$ cat src/rtl/core_readout_ctrl_pkg.sv
// Shared types and constants for the trigger-driven core readout controller.
// Word layout: [23:22] type, [21:17] trigger id, [16] error, [15:0] payload.
package core_readout_ctrl_pkg;

  localparam int TRIG_DEPTH_DEF = 4;
  localparam int TOK_SETTLE_DEF = 2;
  localparam int DATA_LAT_DEF   = 1;
  localparam int MAX_HITS_DEF   = 64;

  localparam int ID_W     = 5;
  localparam int DATA_W   = 16;
  localparam int CNT_W    = 7;
  localparam int TYPE_W   = 2;
  localparam int WORD_W   = 24;
  localparam int TYPE_LSB = 22;
  localparam int ID_LSB   = 17;
  localparam int ERR_BIT  = 16;
  localparam int PAY_LSB  = 0;

  typedef enum logic [1:0] {
    WT_NONE = 2'b00,
    WT_HDR  = 2'b01,
    WT_HIT  = 2'b10,
    WT_TRL  = 2'b11
  } word_type_e;

  typedef enum logic [2:0] {
    S_IDLE,
    S_HDR,
    S_SETTLE,
    S_CHECK,
    S_READ,
    S_WAIT,
    S_PUSH,
    S_TRL
  } state_e;

  function automatic logic [WORD_W-1:0] pack_word(
    input word_type_e        t,
    input logic [ID_W-1:0]   id,
    input logic              err,
    input logic [DATA_W-1:0] pay
  );
    logic [WORD_W-1:0] w;
    w = '0;
    w[TYPE_LSB +: TYPE_W] = t;
    w[ID_LSB +: ID_W]     = id;
    w[ERR_BIT]            = err;
    w[PAY_LSB +: DATA_W]  = pay;
    return w;
  endfunction

endpackage

$ cat src/rtl/core_readout_ctrl_if.sv
// Trigger, token-chain and output-stream signals of the readout controller.
// master is the controller side, slave the environment side.
interface core_readout_ctrl_if;
  import core_readout_ctrl_pkg::*;

  logic              trig_valid;
  logic [ID_W-1:0]   trig_id_in;
  logic              tok_out;
  logic [DATA_W-1:0] data_to_core;
  logic [ID_W-1:0]   trig_id_req;
  logic              tok_in;
  logic              read;
  logic [WORD_W-1:0] data_out;
  logic              data_valid;
  logic              data_ready;
  logic              trig_full;
  logic              trig_ovf;

  modport master (
    input  trig_valid, trig_id_in, tok_out,
    input  data_to_core, data_ready,
    output trig_id_req, tok_in, read,
    output data_out, data_valid,
    output trig_full, trig_ovf
  );

  modport slave (
    output trig_valid, trig_id_in, tok_out,
    output data_to_core, data_ready,
    input  trig_id_req, tok_in, read,
    input  data_out, data_valid,
    input  trig_full, trig_ovf
  );

endinterface

$ cat src/rtl/core_readout_ctrl_trig_fifo.sv
// Pending-trigger FIFO; a push while full is accepted only when a pop
// frees the slot in the same cycle, otherwise it is dropped and flagged.
module readout_trig_fifo #(
  parameter int DEPTH = 4,
  parameter int W     = 5
) (
  input  logic         clk,
  input  logic         rst,
  input  logic         push,
  input  logic         pop,
  input  logic [W-1:0] din,
  output logic [W-1:0] dout,
  output logic         full,
  output logic         empty,
  output logic         ovf
);

  localparam int AW = $clog2(DEPTH);

  logic [W-1:0]  mem [DEPTH];
  logic [AW-1:0] wr_ptr;
  logic [AW-1:0] rd_ptr;
  logic [AW:0]   cnt;
  logic          do_push;
  logic          do_pop;

  assign full    = cnt == (AW+1)'(DEPTH);
  assign empty   = cnt == '0;
  assign do_pop  = pop & ~empty;
  assign do_push = push & (~full | do_pop);
  assign ovf     = push & full & ~do_pop;
  assign dout    = mem[rd_ptr];

  always_ff @(posedge clk or posedge rst) begin
    if (rst) begin
      wr_ptr <= '0;
      rd_ptr <= '0;
      cnt    <= '0;
    end else begin
      if (do_push) wr_ptr <= wr_ptr + 1'b1;
      if (do_pop)  rd_ptr <= rd_ptr + 1'b1;
      unique case ({do_push, do_pop})
        2'b10:   cnt <= cnt + 1'b1;
        2'b01:   cnt <= cnt - 1'b1;
        default: ;
      endcase
    end
  end

  always_ff @(posedge clk) begin
    if (do_push) mem[wr_ptr] <= din;
  end

endmodule

$ cat src/rtl/core_readout_ctrl.sv
// Per-trigger readout: header, token-driven hit reads, trailer.
// Output words are built combinationally from registers held during stalls.
module core_readout_ctrl
  import core_readout_ctrl_pkg::*;
#(
  parameter int TRIG_DEPTH = TRIG_DEPTH_DEF,
  parameter int TOK_SETTLE = TOK_SETTLE_DEF,
  parameter int DATA_LAT   = DATA_LAT_DEF,
  parameter int MAX_HITS   = MAX_HITS_DEF
) (
  input logic                 clk,
  input logic                 rst,
  core_readout_ctrl_if.master bus
);

  localparam logic [7:0] SETTLE_LAST = 8'(TOK_SETTLE - 1);
  localparam logic [7:0] LAT_LAST    = 8'(DATA_LAT - 1);
  localparam logic [CNT_W-1:0] HIT_MAX = CNT_W'(MAX_HITS);

  state_e            state;
  state_e            state_nxt;
  logic [ID_W-1:0]   id_q;
  logic              tok_q;
  logic              err_q;
  logic              ovf_q;
  logic [CNT_W-1:0]  hit_cnt;
  logic [DATA_W-1:0] hold_q;
  logic [7:0]        tmr;

  logic [ID_W-1:0]   fifo_head;
  logic              fifo_empty;
  logic              fifo_full;
  logic              fifo_ovf;
  logic              fifo_pop;

  logic              valid;
  logic              rd;
  word_type_e        wtype;
  logic [DATA_W-1:0] payload;

  readout_trig_fifo #(
    .DEPTH (TRIG_DEPTH),
    .W     (ID_W)
  ) u_fifo (
    .clk   (clk),
    .rst   (rst),
    .push  (bus.trig_valid),
    .pop   (fifo_pop),
    .din   (bus.trig_id_in),
    .dout  (fifo_head),
    .full  (fifo_full),
    .empty (fifo_empty),
    .ovf   (fifo_ovf)
  );

  always_ff @(posedge clk or posedge rst) begin
    if (rst) state <= S_IDLE;
    else     state <= state_nxt;
  end

  always_comb begin
    state_nxt = state;
    valid     = 1'b0;
    rd        = 1'b0;
    fifo_pop  = 1'b0;
    wtype     = WT_NONE;
    payload   = '0;
    unique case (state)
      S_IDLE: begin
        if (!fifo_empty) state_nxt = S_HDR;
      end
      S_HDR: begin
        valid = 1'b1;
        wtype = WT_HDR;
        if (bus.data_ready) state_nxt = S_SETTLE;
      end
      S_SETTLE: begin
        if (tmr == SETTLE_LAST) state_nxt = S_CHECK;
      end
      S_CHECK: begin
        if (bus.tok_out && hit_cnt < HIT_MAX) state_nxt = S_READ;
        else                                  state_nxt = S_TRL;
      end
      S_READ: begin
        rd        = 1'b1;
        state_nxt = S_WAIT;
      end
      S_WAIT: begin
        if (tmr == LAT_LAST) state_nxt = S_PUSH;
      end
      S_PUSH: begin
        valid   = 1'b1;
        wtype   = WT_HIT;
        payload = hold_q;
        if (bus.data_ready) state_nxt = S_SETTLE;
      end
      S_TRL: begin
        valid   = 1'b1;
        wtype   = WT_TRL;
        payload = {{(DATA_W-CNT_W){1'b0}}, hit_cnt};
        if (bus.data_ready) begin
          fifo_pop  = 1'b1;
          state_nxt = S_IDLE;
        end
      end
      default: state_nxt = S_IDLE;
    endcase
  end

  // err_q only rises on the CHECK->TRL edge, so header/hit words carry 0
  always_ff @(posedge clk or posedge rst) begin
    if (rst) begin
      id_q    <= '0;
      tok_q   <= 1'b0;
      err_q   <= 1'b0;
      hit_cnt <= '0;
      hold_q  <= '0;
      tmr     <= '0;
    end else begin
      unique case (state)
        S_IDLE: begin
          if (!fifo_empty) id_q <= fifo_head;
        end
        S_HDR: begin
          if (bus.data_ready) begin
            tok_q <= 1'b1;
            tmr   <= '0;
          end
        end
        S_SETTLE: tmr <= tmr + 8'd1;
        S_CHECK: begin
          err_q <= bus.tok_out & (hit_cnt >= HIT_MAX);
        end
        S_READ: tmr <= '0;
        S_WAIT: begin
          tmr <= tmr + 8'd1;
          if (tmr == LAT_LAST) hold_q <= bus.data_to_core;
        end
        S_PUSH: begin
          if (bus.data_ready) begin
            hit_cnt <= hit_cnt + 1'b1;
            tmr     <= '0;
          end
        end
        S_TRL: begin
          if (bus.data_ready) begin
            hit_cnt <= '0;
            err_q   <= 1'b0;
            tok_q   <= 1'b0;
          end
        end
        default: ;
      endcase
    end
  end

  always_ff @(posedge clk or posedge rst) begin
    if (rst)           ovf_q <= 1'b0;
    else if (fifo_ovf) ovf_q <= 1'b1;
  end

  assign bus.trig_id_req = id_q;
  assign bus.tok_in      = tok_q;
  assign bus.read        = rd;
  assign bus.data_valid  = valid;
  assign bus.data_out    = valid ? pack_word(wtype, id_q, err_q, payload) : '0;
  assign bus.trig_full   = fifo_full;
  assign bus.trig_ovf    = ovf_q;

endmodule
$ cat src/flat_wrapper.sv
// flat-port wrapper written by rule: the top's interface ports become plain ports
module core_readout_ctrl_flat import core_readout_ctrl_pkg::*;
#(
  parameter int TRIG_DEPTH = TRIG_DEPTH_DEF,
  parameter int TOK_SETTLE = TOK_SETTLE_DEF,
  parameter int DATA_LAT   = DATA_LAT_DEF,
  parameter int MAX_HITS   = MAX_HITS_DEF
)
  (clk, rst, bus_trig_valid, bus_trig_id_in, bus_tok_out, bus_data_to_core, bus_data_ready, bus_trig_id_req, bus_tok_in, bus_read, bus_data_out, bus_data_valid, bus_trig_full, bus_trig_ovf);
  core_readout_ctrl_if bus_i ();
  input logic clk;
  input logic rst;
  input wire logic [$bits(bus_i.trig_valid)-1:0] bus_trig_valid;
  input wire logic [$bits(bus_i.trig_id_in)-1:0] bus_trig_id_in;
  input wire logic [$bits(bus_i.tok_out)-1:0] bus_tok_out;
  input wire logic [$bits(bus_i.data_to_core)-1:0] bus_data_to_core;
  input wire logic [$bits(bus_i.data_ready)-1:0] bus_data_ready;
  output wire logic [$bits(bus_i.trig_id_req)-1:0] bus_trig_id_req;
  output wire logic [$bits(bus_i.tok_in)-1:0] bus_tok_in;
  output wire logic [$bits(bus_i.read)-1:0] bus_read;
  output wire logic [$bits(bus_i.data_out)-1:0] bus_data_out;
  output wire logic [$bits(bus_i.data_valid)-1:0] bus_data_valid;
  output wire logic [$bits(bus_i.trig_full)-1:0] bus_trig_full;
  output wire logic [$bits(bus_i.trig_ovf)-1:0] bus_trig_ovf;
  assign bus_i.trig_valid = bus_trig_valid;
  assign bus_i.trig_id_in = bus_trig_id_in;
  assign bus_i.tok_out = bus_tok_out;
  assign bus_i.data_to_core = bus_data_to_core;
  assign bus_i.data_ready = bus_data_ready;
  assign bus_trig_id_req = bus_i.trig_id_req;
  assign bus_tok_in = bus_i.tok_in;
  assign bus_read = bus_i.read;
  assign bus_data_out = bus_i.data_out;
  assign bus_data_valid = bus_i.data_valid;
  assign bus_trig_full = bus_i.trig_full;
  assign bus_trig_ovf = bus_i.trig_ovf;
  core_readout_ctrl #(.TRIG_DEPTH(TRIG_DEPTH), .TOK_SETTLE(TOK_SETTLE), .DATA_LAT(DATA_LAT), .MAX_HITS(MAX_HITS)) u_core (.clk(clk), .rst(rst), .bus(bus_i));
endmodule
$ cat config.mk
export PLATFORM = sky130hd
export DESIGN_NAME = core_readout_ctrl_flat
export DESIGN_NICKNAME = d
export VERILOG_FILES = /design/src/rtl/core_readout_ctrl_pkg.sv /design/src/rtl/core_readout_ctrl_if.sv /design/src/rtl/core_readout_ctrl_trig_fifo.sv /design/src/rtl/core_readout_ctrl.sv /design/src/flat_wrapper.sv
export SDC_FILE = /design/constraint.sdc
export NUM_CORES = 1
export LEC_CHECK = 0
export CAP_MARGIN = 40
export CORE_ASPECT_RATIO = 0.75
export CORE_MARGIN = 2
export CORE_UTILIZATION = 48
export CTS_CLUSTER_SIZE = 12
export DETAILED_ROUTE_END_ITERATION = 10
export PLACE_DENSITY = 0.75
export SYNTH_ARGS = -nofsm -noshare
export SYNTH_HDL_FRONTEND = slang
export SYNTH_SLANG_ARGS = --single-unit
$ cat constraint.sdc
create_clock -name clk -period 2.3 [get_ports clk]
set_input_delay 0.23 -clock clk [delete_from_list [all_inputs] [get_ports clk]]
set_output_delay 0.23 -clock clk [all_outputs]
set_load 0.005 [all_outputs]
After elaboration in Yosys (flattened, before gate mapping)
Memories as Yosys holds them, arrays and structs flattened. A register that Yosys moved wholly into a read port is not among the register bits.
Cells that the tools add are included.
- output and inout bits: 34
- memories: 1
- bits in writable memories: 20
- logic and storage cells: 91
- bits in registers: 44
- mux-type cells: 26
- add/sub/neg operators: 6
- equality and inequality tests: 18
- order comparisons: 2
- reductions and logical operators: 19
- bitwise logic cells: 9
- memories (memory ; depth ; width ; rd ports ; clocked after memory_dff ; write ports ; RTL line ; text):
    u_core.u_fifo.mem ; 4 ; 5 ; 1 ; 1 ; 1 ; core_readout_ctrl_trig_fifo.sv:20 ; logic [W-1:0] mem [DEPTH];
- operator list (operator ; number):
    $pmux 16 s2 ; 1
    $mux 24 ; 1
    $pmux 8 s3 ; 1
    $pmux 3 s7 ; 1
    $eq 3x3->1 const B ; 5
    $mux 3 ; 5
    $mux 7 ; 2
    $pmux 7 s2 ; 1
    $add 8x1->8 const B ; 1
    $eq 8x1->1 const B ; 1
    $logic_not 8->1 ; 1
    $mux 1 ; 8
    $mux 8 ; 1
    $ne 2x2->1 const B ; 4
    $reduce_and 2->1 ; 4
    $reduce_bool 2->1 ; 4
    $add 7x1->7 const B ; 1
    $ge 7x7->1 const B ; 1
    $lt 7x7->1 const B ; 1
    $eq 3x2->1 const B ; 2
    $logic_not 3->1 ; 2
    $ne 2x1->1 const B ; 3
    $pmux 2 s3 ; 1
    $pmux 3 s2 ; 1
    17 further kinds ; 27

Logic depth before layout (Yosys ltp)
Gate-level depths: netlist of the first run.
- depth after elaboration: 7
- gate-level depth with buffers: 9
- depth with buffers taken out: 8

Hierarchy
From an unflattened synthesis of the first run, not the netlist that was laid out.
- cell total of the unflattened synthesis: 289
- area total of the unflattened synthesis: 3440.8 µm²
- by module, submodules not included (module ; area each (µm²) ; instances ; sequential area each (µm²) ; cells an instance):
    core_readout_ctrl ; 2267.2 ; 1 ; 1051.0 ; 222
    readout_trig_fifo ; 1173.6 ; 1 ; 775.7 ; 67

Worst setup path before layout of the first run
No wires, ideal clock.
- path type: register to register
- start point: register u_core.tmr[3]
- end point: register u_core.hold_q[0]
- slack: -0.186 ns
- data arrival time: 2.361 ns
- required time: 2.175 ns
- setup time: 0.125 ns
- buffers on the path: 3
- stages on the path, launching flop included: 8
- cells stage by stage: dfrtp_1 buf_6 or4_4 or4b_4 or3_1 buf_6 buf_12 mux2_4
- word-level cells in the longest chain between the ends: 2
- RTL lines (what ; RTL line ; text):
    start: declaration ; core_readout_ctrl.sv:28 ; logic [7:0] tmr;
    start signal: assignment ; core_readout_ctrl.sv:130 ; S_SETTLE: tmr <= tmr + 8'd1;
    start signal: assignment ; core_readout_ctrl.sv:136 ; tmr <= tmr + 8'd1;
    $logic_not 8->1 ; core_readout_ctrl.sv:137 ; if (tmr == LAT_LAST) hold_q <= bus.data_to_core;
    $reduce_and 2->1 (no source line) ; n/a ;
    end signal: assignment ; core_readout_ctrl.sv:137 ;
    end: declaration ; core_readout_ctrl.sv:27 ; logic [DATA_W-1:0] hold_q;
No other way between the ends.
A chain may end at the register's enable or synchronous reset.

Worst setup path after layout of the first run
- start point: register u_core.tmr[2]
- end point: register u_core.hold_q[15]
Same word-level chain as after synthesis.

==> impl_results.md, run 1 <==
- Die area: ~8300 um2
- Root buffer cell: clkbuf_8
- Area Overhead vs Synth: 30.1%
- Detail Route Antenna Nets: 0
- Worst-Skew Late Latency: between 0.3 and 0.4 ns
- Die Height: 79.3 um
- Crit path max fanout: 16
- Crit start category: flip-flop
- Total number of vias: 2,810
- CTS clk-pin slew, worst paths: 0.08 ns
- Final hold vios: 0
- GRT overflow: 0
- H-tree depth: 3
- Num rows: 27
- Status: finished with violations
- Vias in the first global route: 2,713
- Dominant synthesized flop cell: dfrtp_1
- Critical Path Stages: 5
- Crit-path cells: or4_4 > or4b_4 > or3_4 > buf_12 > mux2_4
- Fin worst setup slack: -0.0491 ns
- Hold buffers post-CTS: 0
- Count of state elements after synthesis: 69
- Clk sink count: 69
- RSZ-0062 raised after global routing: yes
- Clock Path Buffers: 2
- Syn Inst Count: 324
- Worst r2r path cells: 5
- I/O Buffers: just under 60
- Drt via density: between 5 and 6
- 1st-pass router iterations: 6
- CTS tree: done
- Initial Util: 49.5%
- CP Class: flip-flop to flip-flop
- HPWL Detailed: a little under 6000 um
- Endpoint class of the critical path: flip-flop
- Crit path to: u_core.hold_q[15]$_DFFE_PP0P_
- R2R Path End: u_core.hold_q[15]$_DFFE_PP0P_
- Slew Limit Fails: 0
- Syn Std Cell Area: 3630 um2
- Post-synth ARST share: between 70 and 80%
- Core area: 7330 um2
- Crit path buf inv count: 1
- Synth warn: 0
- Die span in x: 104 um
- Power, Total: 6140 uW
- Synth unique cells: 52
- Post-route DRC: 0
- Leakage: 0.00200 uW
- Final worst path period need: between 2 and 2.5 ns
- Fin Clk Skew: between 0.007 and 0.008 ns
- CP max stage delay: ~0.53 ns
- Global-route wire length before repair: 13,300 um
- GPL Wtd Cong: 0.849
- Core Util, Final: 64.3%
- Cell family with most CP delay: simple AND/OR/NAND/NOR gates
- VDD IR max: 0.563 mV
- CP required: 2.54 ns
- Number of synthesized flops with an enable pin: 20
- Initial antenna violation count: 0
- Slew headroom: approximately 63%
- Final net count: 430
- Most frequent cells in the layout: clkdlybuf4s50_1, dfrtp_1, nand2_1
- DR WL/cell: 16.2 um
- Pwr Density: 1300 nW/um2
- Reg-to-Reg Start: u_core.tmr[2]$_DFFE_PP0P_
- Failing checks: setup timing
- Layout cells sized above 1: 20.0%
- Most common cell after layout, fill and taps aside: clkdlybuf4s50_1
- Overall Global Routing Usage: 20.7%
- # setup viols final: 15
- CTS buffer count: 9
- Syn avg cell area: between 10 and 15 um2
- Sequential fraction of the synthesis area: 50.4%
- Launch point of the worst path: u_core.tmr[2]$_DFFE_PP0P_
- I/O pins: 60
- Fill count: 577
- FF-to-FF setup slack: -0.05 ns
- Fin crit share: 102%
- HP Class: input port to asynchronous set/reset pin
- Antenna Cells: 0
- Pin count of the biggest net entering global routing: 36
- Routed wire length: 8130 um
- Max_cap viols: 0
- CP max stage cell: or4_4
- Arrival @ worst endpoint: 2.59 ns
- Total nets after synthesis: 359
- Worst Tran Pin Value: roughly 0.55 ns
- Fmax: around 0.43 GHz
- Initial DRC count: 229
==> power by group <==
| group | internal [uW] | leakage (uW) | switching, uW |
|---|---|---|---|
| Combinational | 1570 | 0.00111 | 1320 |
| Clock | 725 | 0.000116 | 489 |
| Sequential | 1690 | 0.000782 | 345 |
| Total | 3990 | 0.00200 | 2160 |
==> flip-flops by register name, summed over array words and instances, names as in the netlist <==
| signal | flops |
|---|---|
| u_core.hold_q | 16 |
| u_core.tmr | 8 |
| u_core.u_fifo.mem | 20 |
| u_core.u_fifo.cnt | 3 |
| u_core.u_fifo.rd_ptr | 2 |
| u_core.bus.trig_ovf | 1 |
| u_core.bus.trig_id_req | 5 |
| u_core.bus.tok_in | 1 |
| u_core.err_q | 1 |
| u_core.state | 3 |
| u_core.hit_cnt | 7 |
| u_core.u_fifo.wr_ptr | 2 |
==> area by class of cell <==
class | instances | area, um2 | area share [%]
well taps | 101 | 126 | 2.68
clock inverters | 7 | 123 | 2.60
clock buffers | 9 | 124 | 2.63
inverters | 15 | 60.1 | 1.27
flip-flops and latches | 69 | 1830 | 38.8
multi-input cells | 217 | 1640 | 34.7
repair buffers | 83 | 816 | 17.3
==> synth_stat cells (7+ instances only) <==
cell type	count	area, um2
dfrtp_1	49	1230
nand2_1	22	82.6
a21oi_1	20	100
edfxtp_1	20	601
clkbuf_1	18	67.6
nor2_1	17	63.8
o21ai_0	15	75.1
inv_1	14	52.6
and3_1	12	75.1
mux2_2	12	135
mux2_4	10	150
mux2i_1	10	100
nor2b_1	10	62.6
ha_1	8	100
nand3_1	7	35.0
==> metrics by stage <==
| step | setup WS [ns] | instance area, um2 | hold slack, ns | cells | TNS [ns] |
|---|---|---|---|---|---|
| 6_report | -0.0491 | 4720 | 0.239 | 501 | -0.430 |
| 5_1_grt | -0.0915 | 4720 | 0.280 | 501 | -1.19 |
| 4_1_cts | -0.0525 | 4690 | 0.251 | 499 | -0.519 |
| 3_5_place_dp | -0.0658 | 4410 | 0.489 | 482 | -0.761 |
| 3_3_place_gp | -0.0355 | 4410 | 0.481 | 482 | -0.374 |
| 2_1_floorplan | -0.186 | 3630 | 0.329 | 324 | -1.96 |
==> how the worst min path moves through the flow <==
stage                                        from                               endpoint  slack, ns  depth (start not counted)
finish                                        rst  u_core.bus.trig_id_req[1]$_DFFE_PP0P_       0.24                          2
global route                                  rst              u_core.tmr[6]$_DFFE_PP0P_       0.28                          2
CTS                                           rst              u_core.tmr[6]$_DFFE_PP0P_       0.25                          2
detailed placement  u_core.hold_q[14]$_DFFE_PP0P_          u_core.hold_q[14]$_DFFE_PP0P_       0.49                          1
global placement    u_core.hold_q[11]$_DFFE_PP0P_          u_core.hold_q[11]$_DFFE_PP0P_       0.48                          1
floorplan                       bus_trig_id_in[0]      u_core.u_fifo.mem[0][0]$_DFFE_PP_       0.33                          0
==> timing repair <==
action | CTS | global route
setup endpoints to repair | 32 | 32
cloned | 0 | 0
setup buffers | 1 | 2
resized for setup | 8 | 5
==> metal layers <==
layer	global-route usage, %	share of wire [%]	up-vias
met5	0	0	-
met4	7.30	1.3	0
met3	5.67	6.2	13
met2	32.7	48	102
met1	27.7	44	1380
li1	-	-	1315
==> cells by family (layout without fill, tap and decap cells) <==
logic type	after synthesis	in the layout	synth area share, %
simple gates	101	101	15.1
flops	69	69	50.4
compound gates	61	61	10.5
buf+inv	38	114	4.80
mux	37	37	13.7
fa+ha+maj	9	9	3.31
xor+xnor	9	9	2.17
No activity file was read; power rests on OpenSTA's default activity.
==> run 2, diff against run 1 <==
Settings changed: CORE_UTILIZATION 48 to 53, PLACE_DENSITY 0.75 to 0.78, SLEW_MARGIN from default to 0.
Clock period 2.3 ns to 2.4 ns, I/O delays scaled along.
==> run 2 against run 1 <==
Net effect: the run now ends clean; maximum frequency fell by 2.1%; non-clock buffer count fell by 3; clock skew rose by 0.0062 ns; clock power fell by 32%; sequential power fell by 5%; combinational power fell by 6%; via count fell by 2.3%; critical path depth did not move.
==> impl_results.md, run 2 (synthesis results as in run 1) <==
- Initial Util: 54.1% (was 49.5%)
- Pre-CTS setup slack: -0.0253 ns (was -0.0658 ns)
- I/O pins: 60 (unchanged)
- Status: finished clean (was finished with violations)
- Fin Clk Skew: 0.0133 ns (was 0.00709 ns)
- VDD IR max: 0.580 mV (was 0.563 mV)
- Layout cells sized above 1: 18.1% (was 20.0%)
- Final worst path period need: 2.40 ns (was 2.35 ns)
- Fin worst setup slack: 0.000644 ns (was -0.0491 ns)
- # setup viols final: 0 (was 15)
- 1st-pass router iterations: 4 (was 6)
- Vias in the first global route: 2,630 (was 2,713)
- Pin count of the biggest net entering global routing: 36 (unchanged)
- Slew Limit Fails: 0 (unchanged)
- FF-to-FF setup slack: 0.0006 ns (was -0.05 ns)
- Routed wire length: 7970 um (was 8130 um)
- Antenna Cells: 0 (unchanged)
- Placed instance area: 4350 um2 (was 4410 um2)
- Reg-to-Reg Start: u_core.tmr[2]$_DFFE_PP0P_ (unchanged)
- Share of power burned in the clock network: 15.1% (was 19.8%)
- Total number of vias: 2,745 (was 2,810)
- Initial DRC count: 162 (was 229)
- Sw Share: 36.4% (was 35.1%)
- Max FFs per register: 20 (unchanged)
- Detail Route Antenna Nets: 0 (unchanged)
- Max_cap viols: 0 (unchanged)
- Pwr Density: 1200 nW/um2 (was 1300 nW/um2)
- Leakage: 0.00192 uW (was 0.00200 uW)
- CTS tree: done (unchanged)
- DR WL/cell: 16.6 um (was 16.2 um)
- Worst Tran Pin Value: 0.564 ns (was 0.547 ns)
- Die Height: 75.6 um (was 79.3 um)
- Reg power frac: 35.2% (was 33.1%)
- Core Util, Final: 68.0% (was 64.3%)
- Crit path max fanout: 16 (unchanged)
- Launch point of the worst path: u_core.tmr[2]$_DFFE_PP0P_ (unchanged)
- Most frequent cells in the layout: clkdlybuf4s50_1, dfrtp_1, nand2_1 (unchanged)
- Most common cell after layout, fill and taps aside: clkdlybuf4s50_1 (unchanged)
- Arrival @ worst endpoint: 2.63 ns (was 2.59 ns)
- Post-route DRC: 0 (unchanged)
- GPL Wtd Cong: 0.897 (was 0.849)
- Root buffer cell: clkbuf_8 (unchanged)
- CP Class: flip-flop to flip-flop (unchanged)
- Final net count: 427 (was 430)
- Power, Total: 5470 uW (was 6140 uW)
- RSZ-0062 raised after global routing: yes (unchanged)
- CP required: 2.63 ns (was 2.54 ns)
- Num rows: 26 (was 27)
- Fmax: 0.417 GHz (was 0.426 GHz)
- Die span in x: 99.5 um (was 104 um)
- I/O Buffers: 59 (unchanged)
- Area Overhead vs Synth: 25.6% (was 30.1%)
- Cell Int Power: 3480 uW (was 3990 uW)
- Die area: 7530 um2 (was 8270 um2)
- R2R Path End: u_core.hold_q[15]$_DFFE_PP0P_ (unchanged)
- Biggest register: u_core.u_fifo.mem (unchanged)
- Logic pwr share: 49.6% (was 47.2%)
- Overall Global Routing Usage: 22.4% (was 20.7%)
- CTS buffer count: 9 (unchanged)
- Clock Path Buffers: 2 (unchanged)
- Hold WS: 0.232 ns (was 0.239 ns)
- Fin crit share: 100% (was 102%)
- Initial antenna violation count: 0 (unchanged)
- GRT overflow: 0 (unchanged)
- HPWL Detailed: 5610 um (was 5780 um)
- Final hold vios: 0 (unchanged)
- Switch Pwr: 1990 uW (was 2160 uW)
- Clk sink count: 69 (unchanged)
- CTS clk-pin slew, worst paths: 0.08 ns (about the same)
- Global-route wire length before repair: 12,900 um (was 13,300 um)
- Worst-Skew Late Latency: 0.34 ns (was 0.35 ns)
- Post-route cell area: 4550 um2 (was 4720 um2)
- Crit start category: flip-flop (unchanged)
- Core area: 6700 um2 (was 7330 um2)
- Biggest regs: u_core.u_fifo.mem: 20 flops, u_core.hold_q: 16 flops, u_core.tmr: 8 flops (unchanged)
- HP Class: input port to asynchronous set/reset pin (unchanged)
- Drt via density: 5.71 (was 5.61)
- Slew headroom: 62.3% (was 63.4%)
- Worst r2r path cells: 5 (unchanged)
- Endpoint class of the critical path: flip-flop (unchanged)
- H-tree depth: 3 (unchanged)
## run 2: area by class of cell
| class | count | area [um2] |
|---|---|---|
| Fill cell | 524 | 2150 |
| Timing Repair Buffer | 80 | 761 |
| Tap cell | 84 | 105 |
| Clock inverter | 4 | 23.8 |
| Sequential cell | 69 | 1830 |
| Multi-Input combinational cell | 217 | 1630 |
| Inverter | 15 | 60.1 |
| Clock buffer | 12 | 145 |
## run 2: worst max path at each step
stage | endpoint | slack (ns) | cells past startpoint
4_1_cts | u_core.hold_q[15]$_DFFE_PP0P_ | 0.007 | 5
3_3_place_gp | u_core.hold_q[3]$_DFFE_PP0P_ | 0.05 | 5
3_5_place_dp | u_core.hold_q[8]$_DFFE_PP0P_ | -0.03 | 5
6_report | u_core.hold_q[15]$_DFFE_PP0P_ | 0.0006 | 5
5_1_grt | u_core.hold_q[15]$_DFFE_PP0P_ | -0.02 | 5
2_1_floorplan | u_core.hold_q[0]$_DFFE_PP0P_ | -0.09 | 7
## run 2: what timing repair did
| item | in CTS | in global routing |
|---|---|---|
| setup endpoints to repair | 13 | 25 |
| setup buffers | 1 | 2 |
| hold buffers | 0 | 0 |
| gates resized for setup | 1 | 2 |
## run 2: worst max-delay path, stage by stage, from the launching register on
cell and delay [ns]:
dfrtp_1 0.38, or4_4 0.55, or4b_4 0.52, or3_4 0.36, buf_12 0.17, mux2_4 0.30
## run 2: per-stage QoR
stage | cells | TNS (ns)
detailed placement | 462 | -0.181
finish | 481 | 0
CTS | 479 | 0
global route | 481 | -0.125
floorplan | 324 | -0.858
global placement | 462 | 0
## run 2: metal layers
metal	wire [um]	GRT usage [%]	vias to the layer above	part of all wire, %
met5	0	0	-	0
met4	79	6.09	0	0.99
met3	462	6.06	10	5.8
met2	3920	35.8	76	49
met1	3510	30.8	1349	44
li1	-	-	1310	-
## run 2: power groups by stage
stage	Sequential [uW]	Clock (uW)	Combinational [uW]
after floorplan	1810	0	1740
after global placement	1920	0	2540
after detailed placement	1940	0	2630
after CTS	1920	851	2670
after global routing	1980	895	2970
final	1930	828	2720
